### src/rtl/fp32_pkg.sv
// rtl/fp32_pkg.sv - shared IEEE-754 single-precision constants, operand classes and divider FSM states
package fp32_pkg;

  localparam int          FP_BIAS = 127;
  localparam logic [31:0] FP_QNAN = 32'h7FC0_0000;
  localparam int          EXP_W   = 8;
  localparam int          MAN_W   = 23;
  localparam int          QBITS   = 25;

  typedef enum logic [1:0] {FP_ZERO, FP_NORM, FP_INF, FP_NAN} fp_class_e;

  typedef enum logic [1:0] {S_IDLE, S_LOAD, S_DIVIDE, S_NORM} div_state_e;

  // Denormals classify as zero: the datapath never produces or consumes them.
  function automatic fp_class_e fp_classify(input logic [EXP_W-1:0] e, input logic [MAN_W-1:0] m);
    if (e == '0)
      return FP_ZERO;
    else if (e == '1)
      return (m == '0) ? FP_INF : FP_NAN;
    else
      return FP_NORM;
  endfunction

endpackage

### src/rtl/fp32_split.sv
// rtl/fp32_split.sv - field extraction of an IEEE-754 single-precision word
module fp32_split
  import fp32_pkg::*;
(
  input  logic [31:0]      x,
  output logic             sign,
  output logic [EXP_W-1:0] exp,
  output logic [MAN_W-1:0] man
);

  assign sign = x[31];
  assign exp  = x[30:23];
  assign man  = x[22:0];

endmodule

### src/rtl/mant_div_iter.sv
// rtl/mant_div_iter.sv - radix-2 restoring mantissa divider, one quotient bit per step, MSB first
module mant_div_iter
  import fp32_pkg::*;
(
  input  logic             clk,
  input  logic             rst,
  input  logic             load,
  input  logic             step,
  input  logic [MAN_W:0]   ma,
  input  logic [MAN_W:0]   mb,
  output logic [QBITS-1:0] q,
  output logic             last
);

  // Remainder stays below 2*mb, so one extra bit over the mantissa is enough.
  logic [MAN_W+1:0] r;
  logic [MAN_W:0]   d;
  logic [4:0]       cnt;
  logic             ge;
  logic [MAN_W+1:0] diff;

  always_comb begin
    ge   = (r >= {1'b0, d});
    diff = ge ? (r - {1'b0, d}) : r;
  end

  always_ff @(posedge clk or posedge rst) begin
    if (rst) begin
      r   <= '0;
      d   <= '0;
      q   <= '0;
      cnt <= '0;
    end else if (load) begin
      r   <= {1'b0, ma};
      d   <= mb;
      q   <= '0;
      cnt <= '0;
    end else if (step) begin
      q   <= {q[QBITS-2:0], ge};
      r   <= {diff[MAN_W:0], 1'b0};
      cnt <= cnt + 5'd1;
    end
  end

  assign last = (cnt == 5'(QBITS - 1));

endmodule

### src/rtl/float_div_seq.sv
// rtl/float_div_seq.sv - iterative single-precision divider with start/done handshake and fixed latency
module float_div_seq
  import fp32_pkg::*;
(
  input  logic        clk,
  input  logic        rst,
  input  logic        start,
  input  logic [31:0] num_1,
  input  logic [31:0] num_2,
  output logic        busy,
  output logic        done,
  output logic [31:0] out
);

  div_state_e        state, state_nx;
  logic [31:0]       a_q, b_q;
  logic              s1, s2;
  logic [EXP_W-1:0]  e1, e2;
  logic [MAN_W-1:0]  m1, m2;
  fp_class_e         c1, c2;
  logic              special_nx, special_q, sign_q;
  logic [31:0]       special_val_nx, special_val_q, result;
  logic signed [9:0] exp_t_nx, exp_t_q, exp_n;
  logic [MAN_W-1:0]  frac_n;
  logic [QBITS-1:0]  q;
  logic              accept, div_load, div_step, div_last;

  fp32_split u_split_1 (.x(a_q), .sign(s1), .exp(e1), .man(m1));
  fp32_split u_split_2 (.x(b_q), .sign(s2), .exp(e2), .man(m2));

  mant_div_iter u_mant_div (
    .clk  (clk),
    .rst  (rst),
    .load (div_load),
    .step (div_step),
    .ma   ({1'b1, m1}),
    .mb   ({1'b1, m2}),
    .q    (q),
    .last (div_last)
  );

  // The done cycle blocks acceptance so a held start cannot retrigger back-to-back.
  assign accept = (state == S_IDLE) && start && !done;

  always_comb begin
    state_nx = state;
    div_load = 1'b0;
    div_step = 1'b0;
    case (state)
      S_IDLE:   if (accept) state_nx = S_LOAD;
      S_LOAD:   begin div_load = 1'b1; state_nx = S_DIVIDE; end
      S_DIVIDE: begin div_step = 1'b1; if (div_last) state_nx = S_NORM; end
      S_NORM:   state_nx = S_IDLE;
      default:  state_nx = S_IDLE;
    endcase
  end

  always_comb begin
    c1             = fp_classify(e1, m1);
    c2             = fp_classify(e2, m2);
    exp_t_nx       = $signed({2'b00, e1}) - $signed({2'b00, e2}) + 10'(FP_BIAS);
    special_nx     = 1'b1;
    special_val_nx = FP_QNAN;
    if (c1 == FP_NAN || c2 == FP_NAN || (c1 == FP_ZERO && c2 == FP_ZERO) ||
        (c1 == FP_INF && c2 == FP_INF))
      special_val_nx = FP_QNAN;
    else if (c2 == FP_ZERO || c1 == FP_INF)
      special_val_nx = {s1 ^ s2, 8'hFF, 23'h0};
    else if (c1 == FP_ZERO || c2 == FP_INF)
      special_val_nx = {s1 ^ s2, 31'h0};
    else
      special_nx = 1'b0;
  end

  always_comb begin
    if (q[QBITS-1]) begin
      frac_n = q[MAN_W:1];
      exp_n  = exp_t_q;
    end else begin
      frac_n = q[MAN_W-1:0];
      exp_n  = exp_t_q - 10'sd1;
    end
    if (special_q)
      result = special_val_q;
    else if (exp_n >= 10'sd255)
      result = {sign_q, 8'hFF, 23'h0};
    else if (exp_n <= 10'sd0)
      result = {sign_q, 31'h0};
    else
      result = {sign_q, exp_n[7:0], frac_n};
  end

  always_ff @(posedge clk or posedge rst) begin
    if (rst) state <= S_IDLE;
    else     state <= state_nx;
  end

  always_ff @(posedge clk or posedge rst) begin
    if (rst) begin
      a_q           <= '0;
      b_q           <= '0;
      sign_q        <= 1'b0;
      exp_t_q       <= '0;
      special_q     <= 1'b0;
      special_val_q <= '0;
      busy          <= 1'b0;
      done          <= 1'b0;
      out           <= '0;
    end else begin
      done <= (state == S_NORM);
      if (accept) begin
        a_q  <= num_1;
        b_q  <= num_2;
        busy <= 1'b1;
      end else if (done) begin
        busy <= 1'b0;
      end
      if (state == S_LOAD) begin
        sign_q        <= s1 ^ s2;
        exp_t_q       <= exp_t_nx;
        special_q     <= special_nx;
        special_val_q <= special_val_nx;
      end
      if (state == S_NORM) out <= result;
    end
  end

endmodule

### config.mk
export PLATFORM = sky130hd
export DESIGN_NAME = float_div_seq
export DESIGN_NICKNAME = d
export VERILOG_FILES = /design/src/rtl/fp32_pkg.sv /design/src/rtl/fp32_split.sv /design/src/rtl/mant_div_iter.sv /design/src/rtl/float_div_seq.sv
export SDC_FILE = /design/constraint.sdc
export NUM_CORES = 1
export LEC_CHECK = 0
export ABC_CLOCK_PERIOD_IN_PS = 8300
export BUFFER_PORTS_ARGS = -buffer_cell sky130_fd_sc_hd__buf_4
export CAP_MARGIN = 20
export CORE_AREA = 10 10 144 146
export CTS_BUF_LIST = sky130_fd_sc_hd__clkbuf_8 sky130_fd_sc_hd__clkbuf_16
export DETAILED_ROUTE_END_ITERATION = 12
export DIE_AREA = 0 0 154 156
export PLACE_DENSITY = 0.89
export SETUP_SLACK_MARGIN = 0.02
export SYNTH_ARGS = -nofsm -noshare
export SYNTH_HDL_FRONTEND = slang
export SYNTH_SLANG_ARGS = --single-unit
### constraint.sdc
create_clock -name clk -period 8.3 [get_ports clk]
set_input_delay 1.245 -clock clk [delete_from_list [all_inputs] [get_ports clk]]
set_output_delay 1.245 -clock clk [all_outputs]
set_load 0.01 [all_outputs]
==> results_dict.tcl <==
set metrics [dict create \
    finalCritPeriodShare_pct 42.1 \
    p_comb_share_pct 55.9 \
    synth_top_area_cell "dfrtp_1" \
    slew_violations 0 \
    synth-seq-area-share_pct 46.1 \
    io_buffers 100 \
    synthArstFlopShare_pct 100 \
    cpPeakStageDelay_ns 0.89 \
    yosys_warnings 0 \
    power.internal_w 0.00318 \
    antenna_found_initial 0 \
    status "complete, no violations" \
    p_switching_w 0.00259 \
    sequentialPowerShare_pct 30.1 \
    overflow 0 \
    critPathSlowestCell "a21o_1" \
    grt_max_degree 139 \
    grt_first_pass_wirelength_um 42300 \
    drcViolationCount 0 \
    setup_tns_ns 0 \
    drtIter0Drc 560 \
    setup_violations 0 \
    routed_wl_um 25900 \
    hold_path_class "reg -> reg" \
    relSlewSlack_pct 29.4 \
    fp.coreArea_sq_um 17800 \
    path_cells "inv_1 > ha_1 > nor2b_1 > o31ai_1 > a211oi_1 > o311ai_1 > a31oi_1 > a21o_1 > a21oi_1 > a221o_1" \
    cts_resized 0 \
    critPathLaunchType "flop" \
    clk_pin_slew_ns 0.07 \
    nets 1196 \
    postCtsSetupBuffers 0 \
    rsz0062_at_grt "no" \
    cts_tree "built" \
    wire_per_inst_um 19.5 \
    synth_cell_types 78 \
    dpl.hpwl_um 18400 \
    p_total_w 0.00577 \
    leakagePower_nw 5.29 \
    place_area_sq_um 11400 \
    p_per_area_nw_per_um2 482 \
    n_antenna_cell 0 \
    finalHoldViolCount 0 \
    cts_hold_buf 0 \
    cp_data_arrival_time_ns 3.82 \
    worstSkewPairLatency_ns 0.44 \
    core.rowCount 49 \
    final_antenna_net_count 0 \
    fin_skew_ns 0.0107 \
    syn_avg_cell_area_sq_um 10.4 \
    synthFlopType "dfrtp_1" \
    fmax_mhz 286 \
    syn-num-nets 1119 \
    synth_edf_count 0 \
    maxCapViolations 0 \
    synth_area_sq_um 10500 \
    synth_top_area_share_pct 46.1 \
    viasPerCell 6.13 \
    h-tree-depth 4 \
    start_util_pct 59.1 \
    drt_pass1_iterations 5 \
    grt_pass1_vias 8146 \
    path_class "reg -> reg" \
    clock-sinks 194 \
    dieArea_sq_um 24000 \
    p_clk_share_pct 14.1 \
    place_congestion 0.964 \
    cp.required_ns 8.62 \
    dieHeight_um 156 \
    layout-drive-gt1-share_pct 22.5 \
    grt.total_usage_pct 21.4 \
    cts_root_buf "clkbuf_16" \
    synthTopCellsByCount "dfrtp_1 (194), inv_1 (81), mux2_2 (68), nand2_1 (65), o21ai_0 (63)" \
    area_growth_pct 13.7 \
    cts_buffer_depth 2 \
    final_area_sq_um 12000 \
    yosysMostFrequentCell "dfrtp_1" \
    period_minus_slack_ns 3.50 \
    cts_made_buffers 17 \
    dr_total_vias 8142 \
    ir_drop_v 0.000277 \
    worst_pin_slew_ns 1.06 \
    synthTopCellsByArea "dfrtp_1 (46%), mux2_2 (7.3%), ha_1 (4.7%), mux2i_1 (3.6%), o21ai_0 (3.0%)" \
    die_x_um 154 \
    critPathCaptureType "flop" \
    io_pins 101 \
    switching_share_pct 45.0 \
    ys_ff_latch 194 \
    syn_inst 1010 \
    path_max_fanout 21 \
]
[power by group through the flow]
stage	combinational, W	sequential, W	clock [W]
after floorplan	0.00248	0.00162	0
after global placement	0.00308	0.00171	0
after detailed placement	0.00316	0.00174	0
after CTS	0.00320	0.00173	0.000821
after global routing	0.00358	0.00178	0.000861
final	0.00323	0.00174	0.000812
[path summary, 6_finish.rpt]
path | from | end | slack, ns | cells after the start
setup / recovery | u_mant_div.d[1] | u_mant_div.r[7] | 4.80 | 10
hold / removal | u_mant_div.d[23] | u_mant_div.d[23] | 0.47 | 2
setup reg to reg | u_mant_div.d[1] | u_mant_div.r[7] | 4.80 | 10
hold reg to reg | u_mant_div.d[23] | u_mant_div.d[23] | 0.47 | 2
max in group asynchronous | rst | u_mant_div.r[4] | 5.98 | 3
min in group asynchronous | rst | out[1] | 0.98 | 2
[kinds of logic (layout without fill, tap and decap cells)]
logic type | count (synthesis) | after routing | share of synthesized area (%)
buf+inv | 131 | 221 | 5.15
simple gates | 230 | 230 | 11.2
xor+xnor | 28 | 28 | 2.33
mux | 106 | 106 | 10.9
flops | 194 | 194 | 46.1
fa+ha+maj | 42 | 42 | 5.13
compound gates | 279 | 279 | 19.2
[sequential cells by signal, summed over array words and instances (netlist names)]
name	count
done	1
sign_q	1
out	32
exp_t_q	10
u_mant_div.d	24
b_q	32
a_q	32
busy	1
u_mant_div.r	25
u_mant_div.cnt	5
special_q	1
u_mant_div.q	25
state	2
special_val_q	3
[per-stage QoR]
step	hold WS [ns]	utilization [%]	std cells	setup WS (ns)
floorplan	0.426	-	1010	1.77
global placement	0.435	63.9	1297	5.02
detailed placement	0.451	63.9	1297	4.87
CTS	0.468	67.2	1329	4.82
global route	0.481	67.2	1329	4.55
finish	0.465	67.2	1329	4.80
[cell type report]
class	instances	area (sq um)
timing repair buffer	107	803
multi-input combinational	685	5150
clock inverter	13	125
sequential	194	4850
clock buffer	19	453
inverter	82	315
fill	1350	5860
tap	229	287
[metal layers]
layer  routed length (um)  global-route usage, %  share of wire (%)
met5                    0                      0                  0
met4                  660                   7.24                2.5
met3                 1640                   4.85                6.3
met2                12400                   34.6                 48
met1                11200                   27.7                 43
[worst max-delay path, delay by kind of cell (launching register included)]
| kind | cells | cell delay (ns) |
|---|---|---|
| and+or+nand+nor | 1 | 0.20 |
| adders and majority gates | 1 | 0.29 |
| AOI/OAI and AO/OA | 7 | 2.45 |
| DFF | 1 | 0.37 |
| buffers and inverters | 1 | 0.06 |
[layout by cell type, fill, tap and decap left out, types with 7 or more instances in the layout]
cell,n
a211oi_1,10
nand4_1,14
clkbuf_16,17
o21ai_0,63
xnor2_1,19
ha_1,38
a21oi_1,41
o21a_1,13
o22ai_1,16
inv_1,81
mux2i_1,38
buf_4,107
nor2_1,53
nand2_1,65
a22oi_1,13
a21o_1,19
a31oi_1,7
or3_1,7
mux2_2,68
nor4_1,14
xor2_1,9
nor3_1,15
o22ai_2,20
nand3_1,15
dfrtp_1,194
a22o_1,25
nor2b_1,11
(Power assumes the default switching activity.)
